### config.mk
export PLATFORM = sky130hd
export DESIGN_NAME = seg7_bcd_counter_flat
export DESIGN_NICKNAME = d
export VERILOG_FILES = /design/src/rtl/seg7_bcd_counter_pkg.sv /design/src/rtl/seg7_bcd_counter_if.sv /design/src/rtl/seg7_bcd_counter_bcd_digit.sv /design/src/rtl/seg7_bcd_counter.sv /design/src/flat_wrapper.sv
export SDC_FILE = /design/constraint.sdc
export NUM_CORES = 1
export LEC_CHECK = 0
export BUFFER_PORTS_ARGS = -buffer_cell sky130_fd_sc_hd__buf_2
export CORE_UTILIZATION = 55
export CTS_CLUSTER_DIAMETER = 150
export DETAILED_ROUTE_END_ITERATION = 8
export GPL_TIMING_DRIVEN = 0
export PLACE_DENSITY = 0.77
export SYNTH_ARGS = -nofsm -noshare
export SYNTH_HDL_FRONTEND = slang
export SYNTH_SLANG_ARGS = --single-unit
export TNS_END_PERCENT = 50
### constraint.sdc
create_clock -name clk -period 4.32 [get_ports clk]
set_input_delay 0 -clock clk [delete_from_list [all_inputs] [get_ports clk]]
set_output_delay 0 -clock clk [all_outputs]
set_load 0.02 [all_outputs]
### src/rtl/seg7_bcd_counter_pkg.sv
// Shared types, glyph table and segment encoder for the BCD counter block.
//   seg7_t      : one display digit, {dp,g,f,e,d,c,b,a}
//   bcd_t       : one BCD digit
//   SEG_GLYPH   : active-high glyphs for 0..9, dp off
//   SEG_BLANK   : active-high "all segments off"
//   seg7_encode : glyph lookup with blanking and output polarity
package seg7_bcd_counter_pkg;

    typedef logic [7:0] seg7_t;
    typedef logic [3:0] bcd_t;

    localparam seg7_t SEG_GLYPH [0:9] = '{
        8'h3F, 8'h06, 8'h5B, 8'h4F, 8'h66,
        8'h6D, 8'h7D, 8'h07, 8'h7F, 8'h6F
    };

    localparam seg7_t SEG_BLANK = 8'h00;

    // Codes above 9 cannot reach the display (load saturates), but decode
    // them as blank rather than indexing past the table.
    function automatic seg7_t seg7_encode(bcd_t value, logic blank, logic active_low);
        seg7_t s;
        if (blank || (value > 4'd9)) begin
            s = SEG_BLANK;
        end else begin
            s = SEG_GLYPH[value];
        end
        return active_low ? ~s : s;
    endfunction

endpackage

### src/rtl/seg7_bcd_counter_if.sv
// Control/status bundle of the BCD counter.
//   master : drives run, dir, clr, load, load_val, freeze; reads the outputs
//   slave  : the counter; reads the controls, drives tick_out, wrap_out,
//            bcd_out, seg7_out
// Protocol: there is no handshake. Every control is a level sampled on each
// rising clk edge; clr and load act on every edge they are high, and
// tick_out/wrap_out are single-cycle pulses with no back-pressure.
interface seg7_bcd_counter_if #(
    parameter int DIGITS = 2
);
    import seg7_bcd_counter_pkg::*;

    logic                run;
    logic                dir;
    logic                clr;
    logic                load;
    logic [4*DIGITS-1:0] load_val;
    logic                freeze;
    logic                tick_out;
    logic                wrap_out;
    logic [4*DIGITS-1:0] bcd_out;
    seg7_t               seg7_out [DIGITS-1:0];

    modport master (
        output run, dir, clr, load, load_val, freeze,
        input  tick_out, wrap_out, bcd_out, seg7_out
    );

    modport slave (
        input  run, dir, clr, load, load_val, freeze,
        output tick_out, wrap_out, bcd_out, seg7_out
    );

endinterface

### src/rtl/seg7_bcd_counter_bcd_digit.sv
// One BCD digit of the up/down counter.
//   clk, n_rst : clock, synchronous active-low reset
//   en         : step this digit on this edge
//   dir        : 0 up, 1 down
//   clr, load  : synchronous clear / parallel load (clr wins)
//   d          : load value, saturated to 9
//   q          : current digit
//   carry      : q is at its rollover value for the current direction
module seg7_bcd_counter_bcd_digit
    import seg7_bcd_counter_pkg::*;
(
    input  logic clk,
    input  logic n_rst,
    input  logic en,
    input  logic dir,
    input  logic clr,
    input  logic load,
    input  bcd_t d,
    output bcd_t q,
    output logic carry
);

    always_ff @(posedge clk) begin
        if (!n_rst) begin
            q <= '0;
        end else if (clr) begin
            q <= '0;
        end else if (load) begin
            q <= (d > 4'd9) ? 4'd9 : d;
        end else if (en) begin
            if (dir) begin
                q <= (q == 4'd0) ? 4'd9 : q - 4'd1;
            end else begin
                q <= (q == 4'd9) ? 4'd0 : q + 4'd1;
            end
        end
    end

    assign carry = dir ? (q == 4'd0) : (q == 4'd9);

endmodule

### src/rtl/seg7_bcd_counter.sv
// N-digit BCD up/down counter with prescaler and registered 7-segment outputs.
//   clk, n_rst : clock, synchronous active-low reset
//   bus        : slave side of seg7_bcd_counter_if (controls in, status out)
// Per-edge priority: reset > freeze > clr > load > tick. The count steps on
// the same edge that registers tick_out, so bcd_out is new while tick_out is
// high; seg7_out is decoded from bcd_out one edge later.
module seg7_bcd_counter
    import seg7_bcd_counter_pkg::*;
#(
    parameter int FREQUENCY      = 50_000_000,
    parameter int TICK_HZ        = 1,
    parameter int DIGITS         = 2,
    parameter bit BLANK_LZ       = 1'b0,
    parameter bit SEG_ACTIVE_LOW = 1'b1
) (
    input logic               clk,
    input logic               n_rst,
    seg7_bcd_counter_if.slave bus
);

    localparam int DIV   = FREQUENCY / TICK_HZ;
    localparam int PSC_W = (DIV > 2) ? $clog2(DIV) : 1;
    localparam logic [PSC_W-1:0] PSC_LAST = PSC_W'(DIV - 1);

    if (DIV < 2) begin : g_div_check
        $error("seg7_bcd_counter: FREQUENCY/TICK_HZ must be at least 2");
    end
    if ((DIGITS < 1) || (DIGITS > 8)) begin : g_digits_check
        $error("seg7_bcd_counter: DIGITS must be 1..8");
    end

    logic [PSC_W-1:0]    psc;
    logic                tick;
    logic                clr_g;
    logic                load_g;
    logic [DIGITS:0]     en_chain;
    logic [DIGITS-1:0]   carry;
    logic [4*DIGITS-1:0] bcd_q;
    logic [DIGITS-1:0]   blank;
    logic                tick_q;
    logic                wrap_q;
    seg7_t               seg_q [DIGITS-1:0];

    // Freeze masks everything; clr and load swallow a coinciding tick.
    assign clr_g  = bus.clr & ~bus.freeze;
    assign load_g = bus.load & ~bus.freeze;
    assign tick   = bus.run & ~bus.freeze & ~bus.clr & ~bus.load & (psc == PSC_LAST);

    always_ff @(posedge clk) begin
        if (!n_rst) begin
            psc <= '0;
        end else if (!bus.freeze) begin
            if (bus.clr || bus.load) begin
                psc <= '0;
            end else if (bus.run) begin
                psc <= (psc == PSC_LAST) ? '0 : psc + 1'b1;
            end
        end
    end

    // Ripple enable: a digit steps when every lower digit is rolling over.
    assign en_chain[0] = tick;

    for (genvar k = 0; k < DIGITS; k++) begin : g_digit
        seg7_bcd_counter_bcd_digit u_digit (
            .clk   (clk),
            .n_rst (n_rst),
            .en    (en_chain[k]),
            .dir   (bus.dir),
            .clr   (clr_g),
            .load  (load_g),
            .d     (bus.load_val[4*k +: 4]),
            .q     (bcd_q[4*k +: 4]),
            .carry (carry[k])
        );
        assign en_chain[k+1] = en_chain[k] & carry[k];
    end

    // The enable leaving the top digit is exactly "whole count wraps".
    always_ff @(posedge clk) begin
        if (!n_rst) begin
            tick_q <= 1'b0;
            wrap_q <= 1'b0;
        end else begin
            tick_q <= tick;
            wrap_q <= en_chain[DIGITS];
        end
    end

    // Scan from the top digit down: a digit is a leading zero while every
    // digit above it (and itself) is zero. Digit 0 always shows.
    always_comb begin
        logic upper_zero;
        upper_zero = 1'b1;
        blank      = '0;
        for (int k = DIGITS - 1; k >= 0; k--) begin
            upper_zero = upper_zero & (bcd_q[4*k +: 4] == 4'd0);
            blank[k]   = BLANK_LZ && (k != 0) && upper_zero;
        end
    end

    always_ff @(posedge clk) begin
        for (int k = 0; k < DIGITS; k++) begin
            if (!n_rst) begin
                seg_q[k] <= seg7_encode(4'd0, BLANK_LZ && (k != 0), SEG_ACTIVE_LOW);
            end else if (!bus.freeze) begin
                seg_q[k] <= seg7_encode(bcd_q[4*k +: 4], blank[k], SEG_ACTIVE_LOW);
            end
        end
    end

    assign bus.tick_out = tick_q;
    assign bus.wrap_out = wrap_q;
    assign bus.bcd_out  = bcd_q;
    assign bus.seg7_out = seg_q;

endmodule

### src/flat_wrapper.sv
// flat-port wrapper written by rule: the top's interface ports become plain ports
module seg7_bcd_counter_flat import seg7_bcd_counter_pkg::*;
#(
    parameter int FREQUENCY      = 50_000_000,
    parameter int TICK_HZ        = 1,
    parameter int DIGITS         = 2,
    parameter bit BLANK_LZ       = 1'b0,
    parameter bit SEG_ACTIVE_LOW = 1'b1
)
  (clk, n_rst, bus_run, bus_dir, bus_clr, bus_load, bus_load_val, bus_freeze, bus_tick_out, bus_wrap_out, bus_bcd_out, bus_seg7_out);
  seg7_bcd_counter_if #(.DIGITS(DIGITS)) bus_i ();
  input logic clk;
  input logic n_rst;
  input wire logic [$bits(bus_i.run)-1:0] bus_run;
  input wire logic [$bits(bus_i.dir)-1:0] bus_dir;
  input wire logic [$bits(bus_i.clr)-1:0] bus_clr;
  input wire logic [$bits(bus_i.load)-1:0] bus_load;
  input wire logic [$bits(bus_i.load_val)-1:0] bus_load_val;
  input wire logic [$bits(bus_i.freeze)-1:0] bus_freeze;
  output wire logic [$bits(bus_i.tick_out)-1:0] bus_tick_out;
  output wire logic [$bits(bus_i.wrap_out)-1:0] bus_wrap_out;
  output wire logic [$bits(bus_i.bcd_out)-1:0] bus_bcd_out;
  output wire logic [$bits(bus_i.seg7_out)-1:0] bus_seg7_out;
  assign bus_i.run = bus_run;
  assign bus_i.dir = bus_dir;
  assign bus_i.clr = bus_clr;
  assign bus_i.load = bus_load;
  assign bus_i.load_val = bus_load_val;
  assign bus_i.freeze = bus_freeze;
  assign bus_tick_out = bus_i.tick_out;
  assign bus_wrap_out = bus_i.wrap_out;
  assign bus_bcd_out = bus_i.bcd_out;
  assign bus_seg7_out = {>>{bus_i.seg7_out}};
  seg7_bcd_counter #(.FREQUENCY(FREQUENCY), .TICK_HZ(TICK_HZ), .DIGITS(DIGITS), .BLANK_LZ(BLANK_LZ), .SEG_ACTIVE_LOW(SEG_ACTIVE_LOW)) u_core (.clk(clk), .n_rst(n_rst), .bus(bus_i));
endmodule
==> out/results.txt <==
The total area inside the core boundary comes to 5240 µm². Along the worst path, the maximum fanout reaches 10. The congestion estimate from routability-driven global placement came to 0.890.

Setup repair after global routing left no endpoint under its margin. STA puts the critical path data arrival time at 2.70 ns. Number of CTS-inserted buffers: 5. For this design, the CTS-stage hold fixing added 0 buffers. The proportion of register bits with asynchronous set or reset after synthesis is 0, and the final hold slack is -0.00331 ns. The run gives 2,964 as the routed via count. Post-route worst setup slack: 1.86 ns.

The share of Yosys cell area claimed by the top area cell type works out to 0.325. Setup violations remaining at the end of the flow were counted as 0. The mean routed wirelength per cell came out at 15.3 µm. The tools report the number of antenna violations at the first check in global routing as 0.

After technology mapping, the gate count stands at 375. For this design the ratio of total power to cell area is 280 nW/µm². STA classifies the critical path startpoint as a register. By count the netlist is led by 50 x dfxtp_1, 32 x o21ai_0, 30 x nand2_1. The iteration count of the initial detailed-routing pass came out at 4. Yosys mapped a number of flops with a built-in enable equal to 0. The mean number of vias per cell was 6.05. The combinational fraction of design power was 0.148; the post-layout utilization of the core was 0.663. The floorplan has 26 rows. Entering global routing, the biggest net connects 15 pins. Switching portion of total power: 0.270.

The tree built by TritonCTS fans out to 50 sinks. Worst path required time: 4.56 ns. After the last flow step, the layout net total stands at 451.

The die covers 5910 µm². The synthesized cell area is 3080 µm², and the width of the chip is 76.9 µm. The worst register-to-register path begins at u_core.psc[0].

By area the synthesized netlist is led by dfxtp_1 32%, ha_1 6.5%, o21ai_0 5.2%, nand2_1 3.7%, a21oi_1 3.4%. In this run the power spent charging and discharging nets is 263 µW. The run gives 0.353 as the clock network fraction of total power. Buffers added to address setup during post-CTS repair amount to 0. The internal portion of the total power is 711 µW. The count of endpoints failing hold in the final timing report came out at 1. Nature of the critical path endpoint: a register. The average instance in the mapped netlist occupies 8.22 µm². Setup total negative slack on the finished layout was measured at 0 ns.

The worst hold path passes through 3 cells. The die outline height is 76.9 µm. The starting utilization of the core area was 0.589.

The logs give 2 for the maximum level of the CTS H-tree and 2,698 for the number of global-route vias before repair. The first global-routing pass estimated 12,700 µm of wire. The category of the critical setup timing path was reg -> reg. The tools report the static leakage as 0.00142 µW. At the pin with the least slew margin, the transition time is 1.18 ns. Final critical-path share of the clock period: 0.569. The flow ran to the end, but the final reports show violations.

CTS root buffer: clkbuf_8. Tracing the worst setup path back leads to its startpoint at u_core.psc[0]. The part of the Yosys area used for sequential elements was 0.325.

dfxtp_1 is the most common cell in the netlist. The clock period minus final worst setup slack works out to 2.46 ns. The finished cells cover 3470 µm².

Total routed wirelength: 7490 µm. The number of placed cells counting well taps is 483, and the number of synthesized register bits is 50. The clock-pin transition on the worst setup and hold timing paths came out at 0.09 ns.

The number of cells on the worst reg-to-reg path works out to 8. The final reports fail on hold timing. The post-route antenna net violation count was 0; the half-perimeter wire length after detailed placement was 5360 µm. The clock passes through at most 2 buffers.

The number of library cell types mapped by synthesis is 65, and the count of final max-slew check failures is 0. The placed instances occupy a cell area of 3360 µm². The run gives 0.499 as the sequential share of power. Prior to clock tree synthesis, the placed netlist has a worst setup slack of 1.92 ns.

The type of the worst min-delay path was in -> reg. The share of post-route cells with drive strength above 1 is 0.164. Top-level I/O count: 41.

Cell type contributing the most total cell area after synthesis: dfxtp_1. The residual overflow from global routing is 0. The tools report the end point of the worst hold path as u_core.g_digit[1].u_digit.q[3]. The count of buffers added on input and output ports is 37. The tools report the maximum vdd ir drop as 141 µV. The DRC marker count from the first detailed-route iteration was 157; the total DRC errors in the routed layout was 0. Clock latency on the worst-skew pair, taken at its later pin, is 0.31 ns.

Leaving out filler cells and counting taps, the final layout contains 490. Across the routed clock network, the largest skew measured is 0.00632 ns. The run gives 407 MHz as the highest clock rate.

The area growth from synthesis to layout is 12.6%. The run gives 0.207 as the worst slew margin relative to its limit. The run gives 1.86 ns as the flop-to-flop setup slack.

The logs give 0 for the count of inserted antenna diode cells and 0 for the post-cts resize count. The total global routing track utilization came out at 0.265. TritonCTS built the clock tree. The leading register cell type out of synthesis is dfxtp_1. The run gives 0 as the max-cap violation count. The worst register-to-register path ends at u_core.psc[25].

The startpoint identified for the worst hold timing path is bus_load_val[7]. The number of synthesis warnings came out at 0.
==> worst max-delay path, cell delays in order, from the launching register on <==
cell and delay [ns]:
dfxtp_1 0.38, ha_1 0.24, and3_1 0.21, and2_1 0.16
clkbuf_1 0.23, a31oi_1 0.58, buf_2 0.31, o21ai_0 0.11
a31oi_1 0.17
==> per-stage QoR <==
| step | power (µW) | hold slack, ns |
|---|---|---|
| 6_report | 974 | -0.00331 |
| 4_1_cts | 974 | 0.000547 |
| 3_3_place_gp | 636 | 0.308 |
| 5_1_grt | 1020 | 0.000628 |
| 2_1_floorplan | 594 | 0.150 |
| 3_5_place_dp | 638 | 0.312 |
==> registers in the layout (all words and copies together), names as in the netlist <==
signal                    cells
u_core.bus.tick_out           1
u_core.psc                   26
u_core.bus.wrap_out           1
u_core.g_digit.u_digit.q      8
u_core.bus.seg7_out          14
==> layout make-up <==
type | instances | area [µm²]
Fill cell | 477 | 1770
Inverter | 11 | 41.3
Clock inverter | 1 | 30.0
Multi-Input combinational cell | 295 | 1950
Sequential cell | 50 | 1000
Clock buffer | 6 | 82.6
Buffer | 20 | 91.3
Timing Repair Buffer | 37 | 185
Tap cell | 70 | 87.6
==> per-layer routing <==
layer	global-route usage	wire [µm]
met1	0.384	3670
met2	0.400	3330
met3	0.0500	435
met4	0.0712	61
met5	0	0
==> worst max-delay path by stage <==
| stage | endpoint |
|---|---|
| finish | u_core.psc[25] |
| global route | u_core.psc[18] |
| CTS | u_core.psc[25] |
| detailed placement | u_core.psc[18] |
| global placement | u_core.psc[18] |
| floorplan | u_core.psc[7] |
==> logic make-up (layout without fill, tap and decap cells) <==
kind of cell | after synthesis | count (layout) | synth area share
and+or+nand+nor | 147 | 147 | 0.276
AOI/OAI and AO/OA | 109 | 109 | 0.228
DFF | 50 | 50 | 0.325
buffers and inverters | 31 | 75 | 0.0430
adders and majority gates | 16 | 16 | 0.0649
xor gates and xnor gates | 15 | 15 | 0.0426
muxes | 6 | 6 | 0.0199
other | 1 | 2 | 0.00122
==> power by group through the flow <==
stage	combinational [µW]	sequential [µW]	clock (µW)
after floorplan	85.3	509	0
final	144	486	344
after global placement	140	496	0
after detailed placement	142	496	0
after CTS	143	485	346
after global routing	161	488	367
==> cells in the final DEF, fill, tap and decap left out, types with 2 or more instances in the layout <==
master / synthesis / layout
a211oi_1: 4 / 4
or3_1: 2 / 2
conb_1: 1 / 2
buf_2: 1 / 38
clkbuf_8: 0 / 6
o21bai_1: 3 / 3
a21oi_1: 21 / 21
nor4_1: 2 / 2
xnor2_1: 6 / 6
and2_1: 3 / 3
a21o_1: 3 / 3
nand2_1: 30 / 30
xor2_1: 9 / 9
nor4b_1: 3 / 3
a31oi_1: 16 / 16
ha_1: 16 / 16
mux2i_1: 5 / 5
buf_4: 2 / 2
a221o_1: 2 / 2
nor3_1: 5 / 5
o21ai_0: 32 / 32
nand3_1: 16 / 16
nor2_2: 10 / 10
and3_1: 12 / 12
nor2b_1: 9 / 9
nand4_1: 8 / 8
a311oi_1: 3 / 3
o211a_1: 5 / 5
nand3b_1: 7 / 7
inv_1: 11 / 11
nor3b_1: 2 / 2
dfxtp_1: 50 / 50
nand2b_1: 3 / 3
nor2_1: 20 / 20
clkbuf_1: 16 / 16
a22o_1: 2 / 2
a41oi_1: 3 / 3
and4_1: 4 / 4
Note: power is estimated with default switching activity, not from simulation.
